<file path="src/rtl/fir_mac_sequencer_if.sv">
`default_nettype none
// ============================================================================
//  Module   : fir_mac_sequencer_if
//  Brief    : Sample-in / result-out handshakes and coefficient programming
//             port of the time-multiplexed FIR MAC sequencer.
//  Revision : 1.0 - initial release
// ============================================================================
interface fir_mac_sequencer_if #(
    parameter int DATA_WIDTH     = 16,
    parameter int COEFF_WIDTH    = 16,
    parameter int TAP_ADDR_WIDTH = 2,
    parameter int OUT_WIDTH      = 19
);
    logic signed [DATA_WIDTH-1:0]  i_data;
    logic                          i_data_valid;
    logic                          o_data_ready;
    logic signed [OUT_WIDTH-1:0]   o_data_sum;
    logic                          o_data_valid;
    logic                          i_data_ready;
    logic                          i_coeff_we;
    logic [TAP_ADDR_WIDTH-1:0]     i_coeff_addr;
    logic signed [COEFF_WIDTH-1:0] i_coeff_data;
    logic                          i_coeff_commit;
    logic                          o_commit_pending;
    logic                          o_busy;

    // Filter side
    modport slave (
        input  i_data, i_data_valid, i_data_ready,
        input  i_coeff_we, i_coeff_addr, i_coeff_data, i_coeff_commit,
        output o_data_ready, o_data_sum, o_data_valid,
        output o_commit_pending, o_busy
    );

    // Driver side
    modport master (
        output i_data, i_data_valid, i_data_ready,
        output i_coeff_we, i_coeff_addr, i_coeff_data, i_coeff_commit,
        input  o_data_ready, o_data_sum, o_data_valid,
        input  o_commit_pending, o_busy
    );
endinterface
`default_nettype wire

</file>
<file path="src/rtl/fir_mac_sequencer.sv">
`default_nettype none
// ============================================================================
//  Module   : fir_mac_sequencer
//  Brief    : Direct-form FIR with one shared multiply-accumulate sequenced
//             over NUM_TAPS taps per sample, valid/ready sample and result
//             handshakes and a shadow/active double-buffered coefficient bank.
//  Revision : 1.0 - initial release
// ============================================================================
module fir_mac_sequencer #(
    parameter int DATA_WIDTH           = 16,
    parameter int COEFF_WIDTH          = 16,
    parameter int COEFF_FRACTION_WIDTH = 15,
    parameter int NUM_TAPS             = 4,
    parameter int TAP_ADDR_WIDTH       = $clog2(NUM_TAPS),
    parameter int OUT_WIDTH            = DATA_WIDTH + COEFF_WIDTH - COEFF_FRACTION_WIDTH + 2
) (
    input  wire logic             clk,
    input  wire logic             reset_n,
    fir_mac_sequencer_if.slave    bus
);

    localparam int PROD_WIDTH = DATA_WIDTH + COEFF_WIDTH;
    localparam logic [TAP_ADDR_WIDTH-1:0] c_ONE      = TAP_ADDR_WIDTH'(1);
    localparam logic [TAP_ADDR_WIDTH-1:0] c_LAST_TAP = TAP_ADDR_WIDTH'(NUM_TAPS - 1);
    // NUM_TAPS folded into the address width; zero when NUM_TAPS is a power of two
    localparam logic [TAP_ADDR_WIDTH-1:0] c_TAPS_MOD = TAP_ADDR_WIDTH'(NUM_TAPS);
    localparam logic [TAP_ADDR_WIDTH:0]   c_TAPS_EXT = (TAP_ADDR_WIDTH + 1)'(NUM_TAPS);

    typedef enum logic [1:0] {
        S_IDLE = 2'd0,
        S_MAC  = 2'd1,
        S_OUT  = 2'd2
    } state_t;

    state_t                         r_state;
    state_t                         w_state_next;
    logic signed [DATA_WIDTH-1:0]   r_hist [NUM_TAPS];
    logic [TAP_ADDR_WIDTH-1:0]      r_wr_ptr;
    logic [TAP_ADDR_WIDTH-1:0]      r_tap_idx;
    logic signed [OUT_WIDTH-1:0]    r_acc;
    logic signed [OUT_WIDTH-1:0]    r_sum;
    logic signed [COEFF_WIDTH-1:0]  r_shadow [NUM_TAPS];
    logic signed [COEFF_WIDTH-1:0]  r_active [NUM_TAPS];
    logic signed [COEFF_WIDTH-1:0]  w_shadow_next [NUM_TAPS];
    logic                           r_pending;

    logic [TAP_ADDR_WIDTH-1:0]      w_rd_idx;
    logic [TAP_ADDR_WIDTH-1:0]      w_wr_ptr_next;
    logic                           w_last_tap;
    logic                           w_addr_ok;
    logic                           w_apply;
    logic signed [PROD_WIDTH-1:0]   w_tap_data;
    logic signed [PROD_WIDTH-1:0]   w_tap_coeff;
    logic signed [PROD_WIDTH-1:0]   w_prod;
    logic signed [OUT_WIDTH-1:0]    w_acc_next;

    // Tap k reads x(n-k): walk backwards from the newest slot, wrapping mod NUM_TAPS
    assign w_rd_idx = (r_wr_ptr >= r_tap_idx) ? (r_wr_ptr - r_tap_idx)
                                              : (r_wr_ptr - r_tap_idx + c_TAPS_MOD);
    assign w_wr_ptr_next = (r_wr_ptr == c_LAST_TAP) ? '0 : (r_wr_ptr + c_ONE);
    assign w_last_tap    = (r_tap_idx == c_LAST_TAP);
    assign w_addr_ok     = ({1'b0, bus.i_coeff_addr} < c_TAPS_EXT);
    // A pending or fresh commit lands on any edge seen in IDLE
    assign w_apply       = (r_state == S_IDLE) && (r_pending || bus.i_coeff_commit);

    // Full-precision product, floor-shifted per tap, then wrapped into the accumulator
    assign w_tap_data  = PROD_WIDTH'(r_hist[w_rd_idx]);
    assign w_tap_coeff = PROD_WIDTH'(r_active[r_tap_idx]);
    assign w_prod      = w_tap_data * w_tap_coeff;
    assign w_acc_next  = r_acc + OUT_WIDTH'(w_prod >>> COEFF_FRACTION_WIDTH);

    // State register
    always_ff @(posedge clk) begin
        if (!reset_n) begin
            r_state <= S_IDLE;
        end else begin
            r_state <= w_state_next;
        end
    end

    // Next-state: accept -> NUM_TAPS MAC cycles -> hold result until taken
    always_comb begin
        w_state_next = r_state;
        case (r_state)
            S_IDLE:  if (bus.i_data_valid) w_state_next = S_MAC;
            S_MAC:   if (w_last_tap)       w_state_next = S_OUT;
            S_OUT:   if (bus.i_data_ready) w_state_next = S_IDLE;
            default: w_state_next = S_IDLE;
        endcase
    end

    // Sample history, tap sequencing, accumulation and result register
    always_ff @(posedge clk) begin
        if (!reset_n) begin
            for (int k = 0; k < NUM_TAPS; k++) begin
                r_hist[k] <= '0;
            end
            r_wr_ptr  <= '0;
            r_tap_idx <= '0;
            r_acc     <= '0;
            r_sum     <= '0;
        end else begin
            case (r_state)
                S_IDLE: begin
                    if (bus.i_data_valid) begin
                        r_hist[r_wr_ptr] <= bus.i_data;
                        r_acc            <= '0;
                        r_tap_idx        <= '0;
                    end
                end
                S_MAC: begin
                    r_acc     <= w_acc_next;
                    r_tap_idx <= r_tap_idx + c_ONE;
                    if (w_last_tap) begin
                        r_sum    <= w_acc_next;
                        r_wr_ptr <= w_wr_ptr_next;
                    end
                end
                default: ;
            endcase
        end
    end

    // Shadow bank with this cycle's write folded in, so a same-edge commit sees it
    always_comb begin
        for (int k = 0; k < NUM_TAPS; k++) begin
            w_shadow_next[k] = r_shadow[k];
            if (bus.i_coeff_we && w_addr_ok && (bus.i_coeff_addr == TAP_ADDR_WIDTH'(k))) begin
                w_shadow_next[k] = bus.i_coeff_data;
            end
        end
    end

    // Coefficient banks and commit tracking; active bank only changes in IDLE
    always_ff @(posedge clk) begin
        if (!reset_n) begin
            for (int k = 0; k < NUM_TAPS; k++) begin
                r_shadow[k] <= '0;
                r_active[k] <= '0;
            end
            r_pending <= 1'b0;
        end else begin
            for (int k = 0; k < NUM_TAPS; k++) begin
                r_shadow[k] <= w_shadow_next[k];
            end
            if (w_apply) begin
                for (int k = 0; k < NUM_TAPS; k++) begin
                    r_active[k] <= w_shadow_next[k];
                end
                r_pending <= 1'b0;
            end else if (bus.i_coeff_commit) begin
                r_pending <= 1'b1;
            end
        end
    end

    assign bus.o_data_ready     = (r_state == S_IDLE) && reset_n;
    assign bus.o_data_valid     = (r_state == S_OUT);
    assign bus.o_data_sum       = r_sum;
    assign bus.o_commit_pending = r_pending;
    assign bus.o_busy           = (r_state != S_IDLE);

endmodule
`default_nettype wire

</file>
<file path="src/flat_wrapper.sv">
// flat-port wrapper written by rule: the top's interface ports become plain ports
module fir_mac_sequencer_flat 
#(
    parameter int DATA_WIDTH           = 16,
    parameter int COEFF_WIDTH          = 16,
    parameter int COEFF_FRACTION_WIDTH = 15,
    parameter int NUM_TAPS             = 4,
    parameter int TAP_ADDR_WIDTH       = $clog2(NUM_TAPS),
    parameter int OUT_WIDTH            = DATA_WIDTH + COEFF_WIDTH - COEFF_FRACTION_WIDTH + 2
)
  (clk, reset_n, bus_i_data, bus_i_data_valid, bus_i_data_ready, bus_i_coeff_we, bus_i_coeff_addr, bus_i_coeff_data, bus_i_coeff_commit, bus_o_data_ready, bus_o_data_sum, bus_o_data_valid, bus_o_commit_pending, bus_o_busy);
  fir_mac_sequencer_if #(.DATA_WIDTH(DATA_WIDTH), .COEFF_WIDTH(COEFF_WIDTH), .TAP_ADDR_WIDTH(TAP_ADDR_WIDTH), .OUT_WIDTH(OUT_WIDTH)) bus_i ();
  input  wire logic clk;
  input  wire logic reset_n;
  input wire logic [$bits(bus_i.i_data)-1:0] bus_i_data;
  input wire logic [$bits(bus_i.i_data_valid)-1:0] bus_i_data_valid;
  input wire logic [$bits(bus_i.i_data_ready)-1:0] bus_i_data_ready;
  input wire logic [$bits(bus_i.i_coeff_we)-1:0] bus_i_coeff_we;
  input wire logic [$bits(bus_i.i_coeff_addr)-1:0] bus_i_coeff_addr;
  input wire logic [$bits(bus_i.i_coeff_data)-1:0] bus_i_coeff_data;
  input wire logic [$bits(bus_i.i_coeff_commit)-1:0] bus_i_coeff_commit;
  output wire logic [$bits(bus_i.o_data_ready)-1:0] bus_o_data_ready;
  output wire logic [$bits(bus_i.o_data_sum)-1:0] bus_o_data_sum;
  output wire logic [$bits(bus_i.o_data_valid)-1:0] bus_o_data_valid;
  output wire logic [$bits(bus_i.o_commit_pending)-1:0] bus_o_commit_pending;
  output wire logic [$bits(bus_i.o_busy)-1:0] bus_o_busy;
  assign bus_i.i_data = bus_i_data;
  assign bus_i.i_data_valid = bus_i_data_valid;
  assign bus_i.i_data_ready = bus_i_data_ready;
  assign bus_i.i_coeff_we = bus_i_coeff_we;
  assign bus_i.i_coeff_addr = bus_i_coeff_addr;
  assign bus_i.i_coeff_data = bus_i_coeff_data;
  assign bus_i.i_coeff_commit = bus_i_coeff_commit;
  assign bus_o_data_ready = bus_i.o_data_ready;
  assign bus_o_data_sum = bus_i.o_data_sum;
  assign bus_o_data_valid = bus_i.o_data_valid;
  assign bus_o_commit_pending = bus_i.o_commit_pending;
  assign bus_o_busy = bus_i.o_busy;
  fir_mac_sequencer #(.DATA_WIDTH(DATA_WIDTH), .COEFF_WIDTH(COEFF_WIDTH), .COEFF_FRACTION_WIDTH(COEFF_FRACTION_WIDTH), .NUM_TAPS(NUM_TAPS), .TAP_ADDR_WIDTH(TAP_ADDR_WIDTH), .OUT_WIDTH(OUT_WIDTH)) u_core (.clk(clk), .reset_n(reset_n), .bus(bus_i));
endmodule
</file>
<file path="config.mk">
export PLATFORM = sky130hd
export DESIGN_NAME = fir_mac_sequencer_flat
export DESIGN_NICKNAME = d
export VERILOG_FILES = /design/src/rtl/fir_mac_sequencer_if.sv /design/src/rtl/fir_mac_sequencer.sv /design/src/flat_wrapper.sv
export SDC_FILE = /design/constraint.sdc
export NUM_CORES = 1
export LEC_CHECK = 0
export ABC_AREA = 1
export CAP_MARGIN = 10
export CORE_ASPECT_RATIO = 0.75
export CORE_MARGIN = 8
export CORE_UTILIZATION = 30
export CTS_BUF_LIST = sky130_fd_sc_hd__clkbuf_16
export DETAILED_ROUTE_END_ITERATION = 8
export GPL_ROUTABILITY_DRIVEN = 1
export PLACE_DENSITY_LB_ADDON = 0.15
export SETUP_SLACK_MARGIN = 0.05
export SYNTH_ARGS = -nofsm -noshare
export SYNTH_HDL_FRONTEND = slang
export SYNTH_SLANG_ARGS = --single-unit
</file>
<file path="constraint.sdc">
create_clock -name clk -period 23.7 [get_ports clk]
set_input_delay 7.11 -clock clk [delete_from_list [all_inputs] [get_ports clk]]
set_output_delay 7.11 -clock clk [all_outputs]
set_load 0.01 [all_outputs]
</file>
# Word level (Yosys, flattened, before mapping)
# Memories as Yosys holds them, arrays and structs flattened. A register that Yosys moved wholly into a read port is not among the register bits.
# Index checks and enable logic that the tools add are counted.
dict set report op_classes {
  mul 1
  reduce_logical 16
  n_eq_ne 10
  add_sub_neg 4
  n_mux 35
  bitwise_logic 9
}
# op count
set op_table {}
lappend op_table {{two-way mux 16 bit} 13}
lappend op_table {{case mux 19 bit (2 select lines)} 1}
lappend op_table {{multiplier 16 x 16 -> 32 bit} 1}
lappend op_table {{adder 19 x 17 -> 19 bit} 1}
lappend op_table {{two-way mux 19 bit} 1}
lappend op_table {{two-way mux 2 bit} 8}
lappend op_table {{OR reduction 16 bit} 1}
lappend op_table {{== test 2 bit (second input constant)} 5}
lappend op_table {{two-way mux 1 bit} 10}
lappend op_table {{bitwise OR 1 bit} 8}
lappend op_table {{logical AND 1 bit} 6}
lappend op_table {{case mux 2 bit (3 select lines)} 1}
lappend op_table {{adder 2 x 1 -> 2 bit (second input constant)} 2}
lappend op_table {{== test 2 x 1 -> 1 bit (second input constant)} 2}
lappend op_table {{logical NOT 2 bit} 2}
lappend op_table {{!= test 2 bit (second input constant)} 2}
lappend op_table {{case mux 2 bit (2 select lines)} 1}
lappend op_table {{AND reduction 2 bit} 2}
lappend op_table {{nonzero test 2 bit} 2}
lappend op_table {{AND reduction 3 bit} 1}
lappend op_table {{!= test 2 x 1 -> 1 bit (second input constant)} 1}
lappend op_table {{OR reduction 2 bit} 1}
lappend op_table {{subtractor 2 bit} 1}
lappend op_table {{logical OR 1 bit} 1}
lappend op_table {{NOT 1 bit} 1}
dict set report totals {
  regBits 45
  input_bits 40
  out_inout_bits 23
  n_memories 3
  mem_bits_rw 192
  wordCells 84
}
# memory words word_bits rd rd_clocked_by_memory_dff write_ports line_no
set mem_list {}
lappend mem_list {u_core.r_active 4 16 1 1 4 fir_mac_sequencer.sv:43} ;# logic signed [COEFF_WIDTH-1:0] r_active [NUM_TAPS];
lappend mem_list {u_core.r_hist 4 16 1 0 4 fir_mac_sequencer.sv:37} ;# logic signed [DATA_WIDTH-1:0] r_hist [NUM_TAPS];
lappend mem_list {u_core.r_shadow 4 16 4 0 4 fir_mac_sequencer.sv:42} ;# logic signed [COEFF_WIDTH-1:0] r_shadow [NUM_TAPS];

# Logic depth before layout (Yosys ltp)
# Gate-level depths: netlist of the first run.
dict set report depth {
  depth_word 6
  depth_mapped 47
  mapped_depth_nobuf 45
}

# Least setup slack after synthesis of the first run
# No wires, ideal clock.
dict set report synth_path {
  kind {input to output}
  start {in reset_n}
  end {out bus_o_data_ready}
  path_buffers 2
  stages 4
  arrival_ns 7.830
  setup_slack_ns 8.760
  path_cell_list {clkbuf_1 > inv_2 > clkbuf_1 > nor2_1}
}
dict set report synth_between {
  elab_chain_len 1
}
# element line_no
set synth_lines {}
lappend synth_lines {{from (decl)} flat_wrapper.sv:14} ;# input wire logic reset_n;
lappend synth_lines {{logical AND 1 bit} fir_mac_sequencer.sv:157} ;# assign bus.o_data_ready = (r_state == S_IDLE) && reset_n;
lappend synth_lines {{to (decl)} flat_wrapper.sv:22} ;# output wire logic [$bits(bus_i.o_data_ready)-1:0] bus_o_data_ready;
# No other way between the ends.

# Final worst setup path of the first run
# Same ends and word-level chain as after synthesis.

==> results of run 1 <==
## logic make-up after synthesis
group,count (synthesis)
compound gates,237
mux,32
buf+inv,508
xor+xnor,38
simple gates,889
flops,239
fa+ha+maj,365
## final cells by class
class,count,area (µm²),area share
multi-input cells,1561,12200,0.541
flip-flops and latches,239,6070,0.269
inverters,435,1630,0.0725
well taps,882,1100,0.0490
repair buffers,83,778,0.0345
clock buffers,25,626,0.0278
clock inverters,21,130,0.00578
## per-stage QoR
| step | instance area, µm² | setup WS [ns] | util |
|---|---|---|---|
| after floorplan | 20200 | 8.76 | - |
| after CTS | 22500 | 7.66 | 0.338 |
| after detailed placement | 21800 | 7.65 | 0.327 |
| after global routing | 22500 | 7.55 | 0.338 |
| after global placement | 21800 | 7.66 | 0.327 |
| final | 22500 | 7.68 | 0.338 |
## routing by layer
layer / GRT usage / vias to the layer above / share of wire
met5: 0 / - / 0
met4: 0.0221 / 0 / 0.013
met3: 0.0367 / 56 / 0.068
met2: 0.225 / 336 / 0.40
met1: 0.238 / 7358 / 0.52
li1: - / 7152 / -
## worst register-to-register path: cells and delay by family, from the launching register on
kind,cells,cell delay (ns)
flip-flops,1,0.41
XOR/XNOR,1,0.18
multiplexers,1,0.27
adder cells (fa/ha/maj),9,4.40
AO/OA/AOI/OAI,2,0.34
buffers and inverters,8,1.33
AND/OR/NAND/NOR,16,2.98
## flip-flops by register name, indices dropped and copies added, names as in the netlist, named ones only
| signal | flops |
|---|---|
| u_core.bus.o_commit_pending | 1 |
| u_core.r_acc | 19 |
| u_core.r_state | 2 |
| u_core.bus.o_data_sum | 19 |
| u_core.r_shadow | 64 |
| u_core.r_wr_ptr | 2 |
| u_core.r_tap_idx | 2 |
| u_core.r_active | 64 |
| u_core.r_hist | 64 |
## cells in the mapped netlist, drive strengths merged, types with 20 or more instances
cell | instances | area share
edfxtp | 128 | 0.19
inv | 423 | 0.079
a21oi | 123 | 0.031
ha | 103 | 0.064
clkbuf | 53 | 0.0099
xor2 | 20 | 0.0087
buf | 20 | 0.0048
fa | 262 | 0.26
nand2 | 372 | 0.072
nor2 | 417 | 0.078
or2 | 43 | 0.013
mux2i | 32 | 0.016
o21ai | 59 | 0.015
dfxtp | 111 | 0.11
nand3 | 38 | 0.010
## final timing paths
| kind | startpoint | end | slack, ns | cells after the start |
|---|---|---|---|---|
| setup / recovery | reset_n | bus_o_data_ready | 7.68 | 5 |
| setup reg to reg | u_core.r_wr_ptr[0] | u_core.bus.o_data_sum[18] | 13.73 | 37 |
| hold / removal | u_core.r_acc[4] | u_core.r_acc[4] | 0.47 | 2 |
| hold reg to reg | u_core.r_acc[4] | u_core.r_acc[4] | 0.47 | 2 |
==> results.md, run 1 <==
- In this run, placement finished with an instance count of 3200.
- The sort of element at the end of the critical path is an output pin.
- The overall fraction of global-route tracks in use is 0.155.
- In this run the post-CTS setup repair buffer count came out at 0.
- The total CTS buffers is 25.
- After legalization and detailed placement, the total HPWL measured about 44000 µm.
- Entering global routing, the biggest net connects 69 pins.
- After routing, the total negative slack on setup checks comes to 0 ns.
- The maximum net fanout on the critical path is 27.
- The detail route stage leaves a number of antenna-violating nets equal to 0.
- For this configuration, the core starts out at a cell density of 0.302.
- The floorplan step set the die width to 315 µm.
- The maximum level of the CTS H-tree is 1.
- Across all layers, the routed design uses 14900 vias.
- The number of hold violations in the final report is 0.
- The quantity of I/O buffers inserted on ports is 62.
- The share of synthesized registers carrying an async set or reset is 0.
- The cell family contributing the most delay on the critical path is buffers and inverters.
- The global route total overflow is 0.
- Of the available clock period, the critical path in the final layout requires 0.676.
- The final period demand of the worst path is roughly 16 ns.
- The first global-routing pass estimated 92000 µm of wire.
- Counting both buffers and inverters, the worst setup path holds a total of 4.
- The initial antenna violation count came to 0.
- STA puts the critical path data required time at 16.59 ns.
- The longest clock path from root to sink contains 3 buffers.
- The clock network latency to the later pin of the worst-skew pair is 0.56 ns.
- The Yosys step of the flow raised 0 warnings.
- The die is 241 µm tall.
- The transition at the pin with the smallest max-transition slack is 1.06 ns.
- The mux share of post-synthesis cell area is 0.0159.
- In this run the count of I/O pins placed on the die edge is 63.
- The final-layout fill cell count is 7018.
- The fraction of the mapped netlist area in simple logic gates is 0.179.
- The xor/xnor share of the synthesized area is 0.0165.
- The adder and majority gate portion of the synthesized area is 0.324.
- Leaving out fill and tap cells, the most frequent cell in the layout is sky130_fd_sc_hd__inv_1.
- The area growth from synthesis to layout is 11.7%.
- The count of cell types in the netlist is 45.
- The post-cts hold buffer count is 0.
- The flow ran to the end, and the final reports show no timing, DRC or antenna violations.
- The top cell types in the final layout, fill and taps aside, are 428 x sky130_fd_sc_hd__inv_1, 416 x sky130_fd_sc_hd__nor2_1, 362 x sky130_fd_sc_hd__nand2_1, 262 x sky130_fd_sc_hd__fa_1, 128 x sky130_fd_sc_hd__edfxtp_1.
- Once the clock tree was built, the resizer swapped 0 gates to a different size.
- The first-pass detailed-route iteration total is 5.
- The post-synth net total is between 2000 and 3000.
- The number of setup violations in the final report is 0.
- The largest individual stage delay along the critical path comes from the cell sky130_fd_sc_hd__clkdlybuf4s50_1.
- Routability-driven placement finished with a final weighted congestion of 0.862.
- In this run, the number of DRC markers left after iteration 0 of detailed routing was 929.
- The data arrival time of the critical path is ~8.9 ns.
- The final setup skew is 0.0235 ns.
- The via count of the first global-routing pass came to around 16000.
- The most prevalent standard cell on the critical path is sky130_fd_sc_hd__clkdlybuf4s50_1.
- The smallest hold slack is 0.469 ns.
- The critical path is of the in2out type.
- In the final routed layout, each cell accounts on average for 17.7 µm.
- Setup repair after global routing left no endpoint under its margin.
- The register area share after synthesis is 0.301.
- The synthesized design contains roughly 130 enable-type register cells.
- In the routed design, unresolved DRC markers number 0.
- The share of the synthesized area in compound gates (AO/OA/AOI/OAI) is 0.0687.
- Summing every instance area after synthesis gives 20200 µm².
- In the final layout, the share of cells above drive strength 1 is 0.0525.
- The finished layout holds around 3200 standard cells, fillers aside.
- The type of the tightest min-delay check is reg2reg.
- The total number of clock tree sinks is approximately 240.
- STA classifies the critical path startpoint as an input port.
- The TritonCTS clock tree is yes.
- The combinational family with the most area after synthesis is adder cells.
- The die covers 75900 µm².
- The highest cell delay on the worst timing path is 0.55 ns.
- The upper clock frequency limit is 62.4 MHz.
- The synthesized design contains 239 register bits.
- The cell count after synthesis is 2308.
- The most used flip-flop cell after synthesis is sky130_fd_sc_hd__edfxtp_1.
- The number of violations of the max-capacitance limit is 0.
- Summed over all layers, the routed wires come to 57600 µm.
- The area of the core is 66700 µm².
- The tree is rooted in a sky130_fd_sc_hd__clkbuf_16.
- In this run the mean area of a mapped cell was 8.74 µm².
- The number of antenna diodes in the final layout is 0.
- Measured against its own limit, the worst slew margin works out to 0.292.
- The net total in the final layout is 2750.
- Walking the worst path, the cells encountered are clkdlybuf4s50_1, buf_4, inv_2, nor2_1, clkdlybuf4s50_1.
- The number of vias per cell after detailed routing is ~4.6.
- The clock slew seen by the registers of the worst setup and hold paths is 0.06 ns.
- The number of slew-limit violations in the final report came to 0.
- The initialized floorplan defines about 80 standard-cell rows.
Power of run 1 is left out: the tool's default activity adds up to more than one toggle a clock period on the data nets, which glitch-free logic cannot reach.
==> run 2: changes to the inputs <==
==> constraint.sdc (replaced) <==
create_clock -name clk -period 13.4 [get_ports clk]
set_input_delay 4.02 -clock clk [delete_from_list [all_inputs] [get_ports clk]]
set_output_delay 4.02 -clock clk [all_outputs]
set_load 0.01 [all_outputs]
==> run 2 against run 1 <==
Net effect:
- hold slack gained 0.0023 ns
- non-clock buffer count is the same
- worst setup slack lost 4.3 ns
- clock-buffer cell count is the same
- flip-flop and latch count is the same
- first-iteration DRC count shrank 1.8%
- clock skew grew 0.00078 ns
- utilization shrank 0.054 points
- die area is the same
- critical path depth is the same
- highest routed layer unchanged
==> results.md, run 2 (same netlist as run 1, synthesis figures left out) <==
- The final period demand of the worst path is between 10 and 15 ns.
- The routed length per instance is 17.7 µm (-0.50%).
- The quantity of I/O buffers inserted on ports is 62 (unchanged).
- The maximum net fanout on the critical path came to 43 (+59%).
- The top cell types in the final layout, fill and taps aside, are 426 x sky130_fd_sc_hd__inv_1, 416 x sky130_fd_sc_hd__nor2_1, 362 x sky130_fd_sc_hd__nand2_1, 262 x sky130_fd_sc_hd__fa_1, 128 x sky130_fd_sc_hd__edfxtp_1.
- Setup repair after global routing left no endpoint under its margin.
- The DRC violations left is 0 (unchanged).
- The transition at the pin with the smallest max-transition slack came to 1.01 ns (-0.0529 ns).
- Derived from the worst setup path, the maximum achievable clock frequency is ~100 MHz.
- The width of the die is 315 µm (unchanged).
- The type of the tightest min-delay check is reg2reg.
- Dividing the final minimum period by the clock period gives 0.746.
- The flow ran to the end, and the final reports show no timing, DRC or antenna violations.
- The core occupancy in the finished layout is 0.337 (-0.000544).
- The initial core utilization is 0.302 (unchanged).
- The total CTS buffers is 25 (unchanged).
- The number of slew-limit violations in the final report was 0 (unchanged).
- The clock network latency to the later pin of the worst-skew pair came to 0.54 ns (-0.02 ns).
- The clock tree root driver cell is sky130_fd_sc_hd__clkbuf_16.
- The final-layout fill cell count is 6934 (-1.2%).
- The number of resized instances in the post-cts repair step is 0 (unchanged).
- The total wire length after detailed routing is 57300 µm (-0.50%).
- The ratio of cells with drive above 1 in the final layout is 0.0529 (+0.000423).
- The maximum level of the CTS H-tree is 1 (unchanged).
- The number of hold violations in the final report was 0 (unchanged).
- The number of diodes came to 0 (unchanged).
- The net total in the final layout is 2750 (unchanged).
- The largest net degree at the start of global routing is 50 (-28%).
- The clock slew seen by the registers of the worst setup and hold paths came to 0.06 ns (about the same).
- The overall fraction of global-route tracks in use is 0.154 (-0.00132).
- The data arrival time of the critical path came to 5.98 ns (-2.93 ns).
- The smallest hold slack came to 0.471 ns (+0.00234 ns).
- The sum of negative setup slack is 0 ns (unchanged).
- The global-route wire length before repair is 91500 µm (-0.58%).
- The total die area is 75900 µm² (unchanged).
- The boundary pin count is 63 (unchanged).
- The sort of element at the end of the critical path is an output pin.
- The via count of the first global-routing pass was 15600 (-0.77%).
- The required time reported for the critical path endpoint is 9.38 ns (-7.21 ns).
- The routed via count is 14900 (+0.034%).
- The initial antenna violation count is 0 (unchanged).
- The number of setup violations in the final report is 0 (unchanged).
- The final setup skew is 0.0243 ns (+0.000783 ns).
- The TritonCTS clock tree is yes.
- The number of rows created at floorplan is 82 (unchanged).
- The relative max-transition margin is 0.328 (+0.0353).
- The placer congestion estimate is 0.863 (+0.16%).
- The number of vias per cell after detailed routing is 4.59 (about the same).
- The area of the core is 66700 µm² (unchanged).
- Leaving out fill and tap cells, the most frequent cell in the layout is sky130_fd_sc_hd__inv_1.
- The total number of clock tree sinks came to 239 (unchanged).
- The global route total overflow is 0 (unchanged).
- The half-perimeter wire length after placement came to 43800 µm (+0.27%).
- The first-pass detailed-route iteration total is 5 (unchanged).
- The largest buffer count on any clock path is 3 (unchanged).
- The critical path class is in2out.
- The launching element type of the critical path is an input port.
- The synthesis-to-layout area growth is 11.5%.
- The post-CTS repair timing setup buffer count is 0 (unchanged).
- The die span in y is 241 µm (unchanged).
- In the final layout, the registers with the most flip-flops are u_core.r_active: 64 flops, u_core.r_hist: 64 flops, u_core.r_shadow: 64 flops.
- The number of violations of the max-capacitance limit is 0 (unchanged).
- The post-cts hold buffer count is 0 (unchanged).
- The violation count after the first detailed-route iteration is 912 (-1.8%).
- The number of nets with antenna violations after routing is 0 (unchanged).
[run 2: changes by cell type in the layout (fill, tap and decap cells not counted), sizes merged]
| cell | change |
|---|---|
| bufinv | -1 |
| clkinv | +3 |
| clkinvlp | +1 |
| inv | -3 |
[run 2: metrics by stage]
step	setup WS [ns]	instances	instance area, µm²
floorplan	4.64	2308	20200
global placement	3.35	3200	21800
detailed placement	3.38	3200	21800
CTS	3.38	3246	22500
global route	2.93	3246	22500
finish	3.40	3246	22500
[run 2: worst paths after layout]
path                            start                         to  slack [ns]  cells after the start
max reg2reg        u_core.r_wr_ptr[0]  u_core.bus.o_data_sum[18]        3.68                     38
max                           reset_n           bus_o_data_ready        3.40                      5
min          u_core.bus.o_data_sum[2]   u_core.bus.o_data_sum[2]        0.47                      2
min reg2reg  u_core.bus.o_data_sum[2]   u_core.bus.o_data_sum[2]        0.47                      2
[run 2: area by class of cell]
class,count,area (µm²),area share
Clock inverter,21,93.8,0.00417
Multi-Input combinational cell,1561,12200,0.542
Clock buffer,25,626,0.0278
Timing Repair Buffer,83,778,0.0346
Tap cell,882,1100,0.0491
Inverter,435,1630,0.0726
Sequential cell,239,6070,0.270
[run 2: worst max-delay path: stages]
cell and delay [ns]:
sky130_fd_sc_hd__clkdlybuf4s50_1 0.46, sky130_fd_sc_hd__buf_4 0.32, sky130_fd_sc_hd__inv_2 0.40, sky130_fd_sc_hd__nor2_1 0.20
sky130_fd_sc_hd__clkdlybuf4s50_1 0.55
[run 2: per-layer routing]
layer	GRT usage	up-vias	share of wire
met5	0	-	0
met4	0.0182	0	0.011
li1	-	7154	-
met2	0.225	363	0.40
met1	0.237	7344	0.52
met3	0.0335	46	0.066
Power of run 2 is left out for the same reason.
